File: config.mk
export PLATFORM = sky130hd
export DESIGN_NAME = blackjack_table
export DESIGN_NICKNAME = d
export VERILOG_FILES = /design/src/rtl/blackjack_table.sv
export SDC_FILE = /design/constraint.sdc
export NUM_CORES = 1
export LEC_CHECK = 0
export BUFFER_PORTS_ARGS = -buffer_cell sky130_fd_sc_hd__buf_2
export CORE_UTILIZATION = 54
export CTS_CLUSTER_DIAMETER = 30
export DETAILED_ROUTE_END_ITERATION = 8
export PLACE_DENSITY = 0.87
export SYNTH_ARGS = -nofsm -noshare
export SYNTH_HDL_FRONTEND = slang
export SYNTH_SLANG_ARGS = --single-unit
File: constraint.sdc
create_clock -name i_clk -period 3.04 [get_ports i_clk]
set_clock_uncertainty 0.15 [all_clocks]
set_input_delay 0.608 -clock i_clk [delete_from_list [all_inputs] [get_ports i_clk]]
set_output_delay 0.608 -clock i_clk [all_outputs]
set_load 0.02 [all_outputs]
File: src/rtl/blackjack_table.sv
// Blackjack table controller: deals from an external deck, sequences each seat's
// hit/stand decisions, plays the dealer hand and settles every seat against it.
module blackjack_table #(
    parameter int NUM_PLAYERS   = 2,
    parameter int DEALER_STAND  = 17,
    parameter bit HIT_SOFT17    = 1'b0,
    parameter int CHARLIE_CARDS = 5
) (
    input  logic                     i_clk,
    input  logic                     i_reset,
    input  logic                     i_start,
    input  logic [NUM_PLAYERS-1:0]   i_hit,
    input  logic [NUM_PLAYERS-1:0]   i_stand,
    input  logic                     i_cardValid,
    input  logic [3:0]               i_cardRank,
    output logic                     o_cardReq,
    output logic [3:0]               o_gameState,
    output logic [2:0]               o_activeSeat,
    output logic [5*NUM_PLAYERS-1:0] o_playerSum,
    output logic [4:0]               o_dealerSum,
    output logic [3:0]               o_dealerUpRank,
    output logic [2*NUM_PLAYERS-1:0] o_result,
    output logic                     o_roundDone
);
    localparam int         NS          = NUM_PLAYERS + 1;
    localparam int         DEALER_IDX  = NUM_PLAYERS;
    localparam logic [2:0] DEALER      = 3'(NUM_PLAYERS);
    localparam logic [2:0] NO_SEAT     = 3'd7;
    localparam logic [4:0] STAND_SUM   = 5'(DEALER_STAND);
    localparam logic [2:0] CHARLIE_CNT = 3'(CHARLIE_CARDS);
    localparam logic [1:0] R_PEND = 2'b00, R_WIN = 2'b01, R_LOSE = 2'b10, R_TIE = 2'b11;

    typedef enum logic [3:0] {
        S_IDLE            = 4'd0,
        S_DEAL            = 4'd1,
        S_CHECK_DEALER_BJ = 4'd2,
        S_PLAYER_CHOICE   = 4'd3,
        S_PLAYER_DRAW     = 4'd4,
        S_PLAYER_CHECK    = 4'd5,
        S_NEXT_SEAT       = 4'd6,
        S_DEALER_DRAW     = 4'd7,
        S_SETTLE          = 4'd8,
        S_DONE            = 4'd9
    } state_t;

    function automatic logic [4:0] card_value(input logic [3:0] rank);
        if (rank >= 4'd1 && rank <= 4'd10) begin
            card_value = {1'b0, rank};
        end else begin
            card_value = 5'd10;
        end
    endfunction

    function automatic logic [4:0] best_of(input logic [4:0] hard, input logic ace);
        logic [5:0] soft_sum;
        soft_sum = {1'b0, hard} + 6'd10;
        if (ace && soft_sum <= 6'd21) begin
            best_of = soft_sum[4:0];
        end else begin
            best_of = hard;
        end
    endfunction

    state_t     state_r, state_nx;
    logic [4:0] hard_r [NS];
    logic       ace_r  [NS];
    logic [2:0] cnt_r  [NS];
    logic [1:0] result_r [NUM_PLAYERS];
    logic [2:0] active_r, deal_seat_r;
    logic       deal_second_r, reveal_r, done_r;
    logic [3:0] up_rank_r;

    logic [4:0]    best_s [NS];
    logic [NS-1:0] bust_s, bj_s, charlie_s;
    logic          dealer_soft_s, dealer_hit_s;
    logic [4:0]    act_best_s;
    logic          act_bust_s, act_charlie_s, act_hit_s, act_stand_s;
    logic [2:0]    first_seat_s, next_seat_s, add_seat_s;
    logic          any_pend_s, card_req_s, consume_s, clear_s;

    // Per-seat hand evaluation and active-seat selection
    always_comb begin
        act_best_s    = 5'd0;
        act_bust_s    = 1'b0;
        act_charlie_s = 1'b0;
        act_hit_s     = 1'b0;
        act_stand_s   = 1'b0;
        first_seat_s  = NO_SEAT;
        next_seat_s   = NO_SEAT;
        any_pend_s    = 1'b0;
        for (int k = 0; k < NS; k++) begin
            best_s[k]    = best_of(hard_r[k], ace_r[k]);
            bust_s[k]    = best_s[k] > 5'd21;
            bj_s[k]      = (cnt_r[k] == 3'd2) && (best_s[k] == 5'd21);
            charlie_s[k] = (cnt_r[k] == CHARLIE_CNT) && !bust_s[k];
        end
        // Descending scan so the lowest qualifying seat wins
        for (int k = NUM_PLAYERS - 1; k >= 0; k--) begin
            first_seat_s = !bj_s[k] ? 3'(k) : first_seat_s;
            next_seat_s  = (result_r[k] == R_PEND && 3'(k) > active_r) ? 3'(k) : next_seat_s;
            any_pend_s   = any_pend_s | (result_r[k] == R_PEND);
            act_best_s    = (active_r == 3'(k)) ? best_s[k] : act_best_s;
            act_bust_s    = act_bust_s    | ((active_r == 3'(k)) & bust_s[k]);
            act_charlie_s = act_charlie_s | ((active_r == 3'(k)) & charlie_s[k]);
            act_hit_s     = act_hit_s     | ((active_r == 3'(k)) & i_hit[k]);
            act_stand_s   = act_stand_s   | ((active_r == 3'(k)) & i_stand[k]);
        end
        dealer_soft_s = ace_r[DEALER_IDX] && (best_s[DEALER_IDX] != hard_r[DEALER_IDX]);
        dealer_hit_s  = !bust_s[DEALER_IDX] && !charlie_s[DEALER_IDX] &&
                        ((best_s[DEALER_IDX] < STAND_SUM) ||
                         (HIT_SOFT17 && dealer_soft_s && best_s[DEALER_IDX] == STAND_SUM));
    end

    // Game state register
    always_ff @(posedge i_clk or posedge i_reset) begin
        if (i_reset) begin
            state_r <= S_IDLE;
        end else begin
            state_r <= state_nx;
        end
    end

    // Next-state decode, card request and card routing
    always_comb begin
        state_nx   = state_r;
        card_req_s = 1'b0;
        add_seat_s = DEALER;
        clear_s    = 1'b0;
        case (state_r)
            S_IDLE, S_DONE: begin
                clear_s  = i_start;
                state_nx = i_start ? S_DEAL : state_r;
            end
            S_DEAL: begin
                card_req_s = 1'b1;
                add_seat_s = deal_seat_r;
                state_nx   = (i_cardValid && deal_second_r && deal_seat_r == DEALER) ?
                             S_CHECK_DEALER_BJ : S_DEAL;
            end
            S_CHECK_DEALER_BJ: begin
                if (bj_s[DEALER_IDX] || first_seat_s == NO_SEAT) begin
                    state_nx = S_SETTLE;
                end else begin
                    state_nx = S_PLAYER_CHOICE;
                end
            end
            S_PLAYER_CHOICE: begin
                if (act_stand_s) begin
                    state_nx = S_NEXT_SEAT;
                end else if (act_hit_s) begin
                    state_nx = S_PLAYER_DRAW;
                end else begin
                    state_nx = S_PLAYER_CHOICE;
                end
            end
            S_PLAYER_DRAW: begin
                card_req_s = 1'b1;
                add_seat_s = active_r;
                state_nx   = i_cardValid ? S_PLAYER_CHECK : S_PLAYER_DRAW;
            end
            S_PLAYER_CHECK: begin
                state_nx = (act_bust_s || act_charlie_s || act_best_s == 5'd21) ?
                           S_NEXT_SEAT : S_PLAYER_CHOICE;
            end
            S_NEXT_SEAT: begin
                if (next_seat_s != NO_SEAT) begin
                    state_nx = S_PLAYER_CHOICE;
                end else if (any_pend_s) begin
                    state_nx = S_DEALER_DRAW;
                end else begin
                    state_nx = S_SETTLE;
                end
            end
            S_DEALER_DRAW: begin
                card_req_s = dealer_hit_s;
                state_nx   = dealer_hit_s ? S_DEALER_DRAW : S_SETTLE;
            end
            S_SETTLE: state_nx = S_DONE;
            default:  state_nx = S_IDLE;
        endcase
        consume_s = card_req_s && i_cardValid;
    end

    // Hand accumulation for every seat including the dealer
    always_ff @(posedge i_clk or posedge i_reset) begin
        if (i_reset) begin
            for (int k = 0; k < NS; k++) begin
                hard_r[k] <= 5'd0;
                ace_r[k]  <= 1'b0;
                cnt_r[k]  <= 3'd0;
            end
        end else begin
            for (int k = 0; k < NS; k++) begin
                if (clear_s) begin
                    hard_r[k] <= 5'd0;
                    ace_r[k]  <= 1'b0;
                    cnt_r[k]  <= 3'd0;
                end else if (consume_s && add_seat_s == 3'(k)) begin
                    hard_r[k] <= hard_r[k] + card_value(i_cardRank);
                    ace_r[k]  <= ace_r[k] | (i_cardRank == 4'd1);
                    cnt_r[k]  <= cnt_r[k] + 3'd1;
                end
            end
        end
    end

    // Round bookkeeping: deal pointer, active seat, reveal, results
    always_ff @(posedge i_clk or posedge i_reset) begin
        if (i_reset) begin
            active_r      <= NO_SEAT;
            deal_seat_r   <= 3'd0;
            deal_second_r <= 1'b0;
            up_rank_r     <= 4'd0;
            reveal_r      <= 1'b0;
            done_r        <= 1'b0;
            for (int k = 0; k < NUM_PLAYERS; k++) result_r[k] <= R_PEND;
        end else begin
            done_r <= (state_r == S_SETTLE);
            case (state_r)
                S_IDLE, S_DONE: begin
                    if (i_start) begin
                        active_r      <= NO_SEAT;
                        deal_seat_r   <= 3'd0;
                        deal_second_r <= 1'b0;
                        up_rank_r     <= 4'd0;
                        reveal_r      <= 1'b0;
                        for (int k = 0; k < NUM_PLAYERS; k++) result_r[k] <= R_PEND;
                    end
                end
                S_DEAL: begin
                    if (consume_s) begin
                        if (deal_seat_r == DEALER) begin
                            deal_seat_r   <= 3'd0;
                            deal_second_r <= 1'b1;
                            if (!deal_second_r) up_rank_r <= i_cardRank;
                        end else begin
                            deal_seat_r <= deal_seat_r + 3'd1;
                        end
                    end
                end
                S_CHECK_DEALER_BJ: begin
                    for (int k = 0; k < NUM_PLAYERS; k++) begin
                        if (bj_s[DEALER_IDX]) begin
                            result_r[k] <= bj_s[k] ? R_TIE : R_LOSE;
                        end else begin
                            result_r[k] <= bj_s[k] ? R_WIN : R_PEND;
                        end
                    end
                    active_r <= bj_s[DEALER_IDX] ? NO_SEAT : first_seat_s;
                end
                S_PLAYER_CHECK: begin
                    for (int k = 0; k < NUM_PLAYERS; k++) begin
                        if (active_r == 3'(k) && bust_s[k]) begin
                            result_r[k] <= R_LOSE;
                        end else if (active_r == 3'(k) && charlie_s[k]) begin
                            result_r[k] <= R_WIN;
                        end
                    end
                end
                S_NEXT_SEAT: begin
                    active_r <= next_seat_s;
                    if (next_seat_s == NO_SEAT && any_pend_s) reveal_r <= 1'b1;
                end
                S_SETTLE: begin
                    for (int k = 0; k < NUM_PLAYERS; k++) begin
                        if (result_r[k] == R_PEND) begin
                            if (bust_s[DEALER_IDX]) begin
                                result_r[k] <= R_WIN;
                            end else if (charlie_s[DEALER_IDX]) begin
                                result_r[k] <= R_LOSE;
                            end else if (best_s[k] > best_s[DEALER_IDX]) begin
                                result_r[k] <= R_WIN;
                            end else if (best_s[k] == best_s[DEALER_IDX]) begin
                                result_r[k] <= R_TIE;
                            end else begin
                                result_r[k] <= R_LOSE;
                            end
                        end
                    end
                end
                default: ;
            endcase
        end
    end

    // Output packing
    always_comb begin
        o_playerSum = '0;
        o_result    = '0;
        for (int k = 0; k < NUM_PLAYERS; k++) begin
            o_playerSum[5*k +: 5] = best_s[k];
            o_result[2*k +: 2]    = result_r[k];
        end
    end

    assign o_cardReq      = card_req_s;
    assign o_gameState    = state_r;
    assign o_activeSeat   = active_r;
    assign o_dealerUpRank = up_rank_r;
    assign o_roundDone    = done_r;
    // Hole card stays hidden until the dealer starts playing
    assign o_dealerSum    = reveal_r ? best_s[DEALER_IDX] :
                            ((up_rank_r == 4'd0) ? 5'd0 : card_value(up_rank_r));
endmodule

==> reports/metrics.yaml, run 1 <==
status: "finished, violations left"
violations: "negative setup slack"
vias: 4356
insertedDiodeCount: 0
whs_ns: 0.152
grt_overflow: 0
htreeDepth: 2
fin_nets: 639
synthToLayoutAreaGrowth_pct: 21.4
ys_warn_count: 0
clkLatencyLatePin_ns: 0.30
coreArea_um2: 7410
fin_area_um2: 5130
cts_buffers: 5
min_path_type: "primary input to asynchronous set/reset pin"
drv_cap: 0
critPathKind: "register to register"
cp-end-kind: "register"
fmax_mhz: 302
yosysSeqAreaShare_pct: 27.9
synth.top_cells.by_area: "dfrtp_1 (27%), ha_1 (10%), nand2_1 (4.3%)"
post-route-period-util_pct: 109
initial_utilization_pct: 57.1
drive_above_1_share_pct: 26.7
yosysUniqueCellTypes: 76
critPathArrivalTime_ns: 3.37
cts_hold_buffers: 0
finalHoldViolCount: 0
pre_cts_ws_ns: -0.291
final_cell_mix: "buf_4 (60), nand2_1 (47), dfrtp_1 (45), buf_2 (39), nor2_1 (37)"
grt_usage_pct: 29.6
crit_fanout: 3
finalWeightedCongestion: 0.947
vdd_drop_max_mv: 0.506
startpoint_type: "register"
drtAntennaViolNets: 0
place_area_um2: 4760
num_rows: 31
avgViaCountPerCell: 6.31
fin_tns_setup_ns: -0.482
place_hpwl_mm: 8.92
fp.dieH_um: 90.5
synth_area_leader_cell: "dfrtp_1"
fp.dieW_um: 90.5
root_buffer: "clkbuf_8"
cts_max_path_buffers: 2
slew_viol_final: 0
final_common_cell: "buf_4"
drc_errors: 0
powerDensity_nw_per_um2: 957
drtIter0Drc: 381
total_power_mw: 4.91
drt-pass1-iter-count: 5
async_reset_ff_share_pct: 100
ys_ff_latch: 47
antenna_found_initial: 0
setup_viol: 4
io-pin-count: 44
synthesis.nets: 563
cts_tree: "yes"
worst_slew_pin_slew_ns: 0.885
dieArea_um2: 8180
yosys_most_used_dff: "dfrtp_1"
grt_max_degree: 28
layout_min_cycle_time_ns: 3.31
clk_pin_slew_ns: 0.10
rsz0062_at_grt: "true"
cts_sinks: 47
first_global_vias: 4070
syn-cell-area_um2: 4230
syn-instance-count: 514
synth_top_cell_area_share_pct: 26.6
maxSlewHeadroom_pct: 40.9
wl_mm: 12.7
finalWorstSetupSlack_ns: -0.274
synth_edf_count: 0
p_leak_nw: 2.41
portBuffers: 43
grt_pass1_wl_mm: 19.6
post_drt_wl_per_cell_um: 18.4
crit_required_ns: 3.09
syn_avg_cell_area_um2: 8.22
flip-flops by register name, summed over array words and instances (netlist names):
signal / flops
hard_r: 15
deal_second_r: 1
o_dealerUpRank: 4
o_gameState: 4
o_activeSeat: 2
o_result: 4
reveal_r: 1
cnt_r: 9
ace_r: 3
deal_seat_r: 3
o_roundDone: 1
cell type report:
cell class	count	area (um^2)
clock buffers	5	68.8
clock inverters	3	18.8
fillers	552	2280
inverters	38	143
multi-input cells	392	2870
flip-flops and latches	47	1180
well taps	99	124
repair buffers	106	724
stage by stage:
stage | instances | util [%]
finish | 690 | 69.2
CTS | 685 | 66.4
detailed placement | 670 | 64.3
floorplan | 514 | -
global route | 690 | 69.2
global placement | 670 | 64.3
synthesized netlist by cell type, types with 3 or more instances:
| cell | number |
|---|---|
| a211o_1 | 4 |
| a211oi_1 | 4 |
| a21boi_0 | 5 |
| a21o_1 | 6 |
| a21oi_1 | 25 |
| a22o_1 | 5 |
| a22oi_1 | 4 |
| a311o_1 | 3 |
| a31oi_1 | 5 |
| a32oi_1 | 3 |
| and3_1 | 4 |
| and4b_1 | 3 |
| buf_2 | 6 |
| buf_4 | 12 |
| clkbuf_1 | 17 |
| dfrtp_1 | 45 |
| fa_1 | 3 |
| ha_1 | 34 |
| inv_1 | 38 |
| mux2i_1 | 9 |
| nand2_1 | 48 |
| nand2b_1 | 9 |
| nand3_1 | 23 |
| nand3b_1 | 4 |
| nand4_1 | 6 |
| nand4b_1 | 3 |
| nor2_1 | 39 |
| nor2b_1 | 14 |
| nor3_1 | 8 |
| o211ai_1 | 6 |
| o21a_1 | 5 |
| o21ai_0 | 32 |
| o22ai_1 | 5 |
| o31ai_1 | 5 |
| or2_1 | 3 |
| xnor2_1 | 11 |
| xor2_1 | 8 |
logic make-up after synthesis:
kind of cell,share of synthesized area (%)
AO/OA/AOI/OAI,22.2
XOR/XNOR,3.94
adder cells (fa/ha/maj),11.5
buffers and inverters,8.08
flip-flops,27.9
multiplexers,2.66
AND/OR/NAND/NOR,23.8
path summary, 6_finish.rpt:
path / from / endpoint / slack [ns] / cells after the start
worst max-delay path: hard_r[7] / o_result[2] / -0.27 / 13
worst min-delay path: i_reset / deal_seat_r[2] / 0.15 / 2
worst max register to register: hard_r[7] / o_result[2] / -0.27 / 13
worst min register to register: o_dealerUpRank[0] / o_dealerUpRank[0] / 0.41 / 1
max in group asynchronous: i_reset / hard_r[9] / 1.85 / 3
min in group i_clk: i_cardRank[1] / o_dealerUpRank[1] / 0.40 / 2
critical path: stages, from the launching register on:
cell and delay (ns):
dfrtp_1 0.40, ha_2 0.19, or3b_4 0.39, nor3_4 0.23, a311o_1 0.20, and3_4 0.19
inv_1 0.05, ha_1 0.30, o21ai_1 0.13, a21oi_2 0.08, a211oi_2 0.18, a31oi_1 0.10
or4_1 0.50, o21a_1 0.12
per-layer routing:
layer | up-vias | GRT usage, % | wire length [um]
met3 | 51 | 3.70 | 990
met5 | - | 0 | 0
met1 | 2073 | 39.3 | 5090
li1 | 1984 | - | -
met2 | 248 | 49.9 | 6240
met4 | 0 | 9.41 | 398
timing repair:
item                                    CTS  global route
setup buffers                             7             6
gates resized for setup                   7            38
pin swaps                                11            15
endpoints found under the setup margin    5             9
power breakdown:
part           total [mW]  internal [mW]  switching (mW)
Combinational        3.36           1.46            1.91
Sequential           1.15          0.849           0.305
Clock               0.394          0.163           0.232
Total                4.91           2.47            2.44
(Power assumes the default switching activity.)
==> inputs of run 2 (changes only) <==
--- a/config.mk
+++ b/config.mk
@@ -5,11 +5,12 @@
 export SDC_FILE = /design/constraint.sdc
 export NUM_CORES = 1
 export LEC_CHECK = 0
+export ABC_AREA = 1
 export BUFFER_PORTS_ARGS = -buffer_cell sky130_fd_sc_hd__buf_2
-export CORE_UTILIZATION = 54
+export CORE_UTILIZATION = 55
 export CTS_CLUSTER_DIAMETER = 30
 export DETAILED_ROUTE_END_ITERATION = 8
-export PLACE_DENSITY = 0.87
+export PLACE_DENSITY = 0.88
 export SYNTH_ARGS = -nofsm -noshare
 export SYNTH_HDL_FRONTEND = slang
 export SYNTH_SLANG_ARGS = --single-unit
==> reports/metrics.yaml, run 2 <==
syn-cell-area_um2: 4390
syn_avg_cell_area_um2: 6.79
setup_viol: 0
critPathKind: "register to primary output"
min_path_type: "primary input to asynchronous set/reset pin"
htreeDepth: 2
coreArea_um2: 7730
r2r_cells: 18
dieArea_um2: 8350
yosysMostFrequentCell: "nand2_1"
finalHoldViolCount: 0
fp.dieH_um: 91.4
avgViaCountPerCell: 5.90
post-route-period-util_pct: 98.5
num_rows: 32
wl_mm: 12.6
drt-pass1-iter-count: 5
finalWeightedCongestion: 0.957
top_regs: "hard_r (15), cnt_r (9)"
placed_cells: 780
ys_warn_count: 0
fp.dieW_um: 91.4
cp_slowest_cell: "dfrtp_1"
r2r-end: "o_result[0]"
portBuffers: 43
synthesis.nets: 696
path_buf_inv: 1
synth_edf_count: 0
drv_cap: 0
drtIter0Drc: 452
cp_cell_sequence: "ha_4 > nor2_2 > nor2_1 > nor2_4 > nand2_2 > nand3_1 > nand2_2 > nor2_1 > nand2_1 > nand2_2 > nand3_4 > nand2_8 > buf_4"
max_stage_delay_ns: 0.43
drc_errors: 0
grt_overflow: 0
drive_above_1_share_pct: 18.2
powerDensity_nw_per_um2: 1060
layout_min_cycle_time_ns: 2.99
cts_buffers: 5
crit_fanout: 7
status: "finished clean"
cts_tree: "yes"
first_global_vias: 4293
vdd_drop_max_mv: 0.380
synthToLayoutAreaGrowth_pct: 12.6
yosys_most_used_dff: "dfrtp_1"
async_reset_ff_share_pct: 100
yosysSeqAreaShare_pct: 26.8
fin_area_um2: 4940
root_buffer: "clkbuf_8"
rsz0062_at_grt: "true"
yosysUniqueCellTypes: 45
p_int_mw: 2.31
clkLatencyLatePin_ns: 0.31
nFillCells: 632
synth_area_leader_cell: "dfrtp_1"
grt_usage_pct: 29.7
fin_util_pct: 64.0
power_frac_seq_pct: 21.7
fmax_mhz: 334
syn-instance-count: 647
final_cell_mix: "nand2_1 (165), inv_1 (94), nand3_1 (67), nor2_1 (58)"
total_power_mw: 5.24
post_drt_wl_per_cell_um: 15.8
io-pin-count: 44
worst_slew_pin_slew_ns: 0.707
p_comb_share_pct: 70.6
fin_nets: 746
antenna_found_initial: 0
cp-end-kind: "primary output"
cts_hold_buffers: 0
grt_pass1_wl_mm: 19.9
final_common_cell: "nand2_1"
vias: 4719
p_leak_nw: 2.68
cpLargestDelayFamily: "simple AND/OR/NAND/NOR gates"
instances_no_fill: 800
cts_sinks: 47
slew_viol_final: 0
drtAntennaViolNets: 0
grt_max_degree: 37
startpoint_type: "register"
insertedDiodeCount: 0
initial_utilization_pct: 56.8
p_switching_mw: 2.93
synth_top_cell_area_share_pct: 25.6
top_register: "hard_r"
clk_pin_slew_ns: 0.10
synth_commonest_cells: "nand2_1 (175), inv_1 (96), nand3_1 (71)"
sw_frac_of_total_pct: 55.8
place_hpwl_mm: 9.40
largest_reg_flops: 15
rr_startpoint: "hard_r[11]"
synth.top_cells.by_area: "dfrtp_1 (26%), nand2_1 (15%), ha_1 (9.7%)"
crit_required_ns: 2.28
ys_ff_latch: 47
critPathArrivalTime_ns: 2.23
pwr-share-clk_pct: 7.8
cts_max_path_buffers: 2
place_area_um2: 4670
cpMostUsedCell: "nand2_2"
timing.reg2reg.setup_slack_ns: 0.07
maxSlewHeadroom_pct: 52.4
==> run 2: worst register-to-register path, stage by stage, from the launching register on <==
cell,delay [ns]
dfrtp_2,0.46
ha_1,0.33
nand2_2,0.09
nand3_2,0.09
nand2_4,0.12
nand4_1,0.15
nand2_1,0.16
inv_1,0.08
ha_1,0.30
nand2_1,0.07
nor2_2,0.14
nand2_1,0.08
o211ai_1,0.14
a21oi_1,0.08
o211ai_1,0.22
nand2_1,0.08
nand3_1,0.07
nand2_1,0.05
nand2_1,0.05
==> run 2: worst max path at each step <==
stage                     slack [ns]  cells past startpoint       start           to
final                           0.05                     13   hard_r[2]    o_cardReq
after global routing           -0.11                     18  hard_r[11]  o_result[0]
after CTS                       0.01                     15   hard_r[1]    o_cardReq
after global placement          0.18                     19  hard_r[11]  o_result[0]
after floorplan                 0.42                     17  hard_r[11]  o_result[1]
after detailed placement        0.04                     19  hard_r[11]  o_result[0]
==> run 2: timing repair <==
action                                  in CTS  in global routing
endpoints found under the setup margin       1                  7
endpoints found under the hold margin        0                  0
resized for setup                            0                 28
setup buffers                                3                  9
pin swaps                                    1                 12
cloned                                       0                  0
==> run 2: cell families (layout without fill, tap and decap cells) <==
family | Yosys count | count (layout) | synth area share [%]
AO/OA/AOI/OAI | 66 | 66 | 9.20
AND/OR/NAND/NOR | 366 | 366 | 39.4
flip-flops | 47 | 47 | 26.8
XOR/XNOR | 12 | 12 | 2.39
buffers and inverters | 119 | 170 | 11.1
adder cells (fa/ha/maj) | 37 | 37 | 11.1
==> run 2: power by group through the flow <==
stage | Combinational [mW] | Sequential, mW | Clock (mW)
after floorplan | 2.59 | 1.12 | 0
after CTS | 3.37 | 1.11 | 0.404
after global routing | 4.07 | 1.16 | 0.423
final | 3.70 | 1.13 | 0.408
after detailed placement | 3.33 | 1.13 | 0
after global placement | 3.19 | 1.11 | 0
==> run 2: routing by layer <==
metal  routed length [um]  vias to the layer above  share of wire [%]  GRT usage, %
met2                 5860                      296                 46          49.2
li1                     -                     2192                  -             -
met3                 1010                       53                8.0          3.69
met4                  540                        0                4.3          14.3
met5                    0                        -                  0             0
met1                 5220                     2178                 41          38.4
==> run 2: stage by stage <==
stage          hold slack [ns]  setup TNS (ns)  worst slack [ns]
5_1_grt                  0.213          -0.226            -0.109
2_1_floorplan            0.326               0             0.425
6_report                 0.157               0            0.0470
3_5_place_dp             0.349               0            0.0362
4_1_cts                  0.182               0            0.0135
3_3_place_gp             0.340               0             0.176
==> run 2: layout make-up <==
type	count	area (um^2)	area share, %
Clock buffer	6	72.6	1.47
Timing Repair Buffer	61	353	7.14
Tap cell	102	128	2.58
Multi-Input combinational cell	481	2820	57.0
Inverter	101	379	7.67
Sequential cell	47	1180	23.9
Clock inverter	2	12.5	0.253
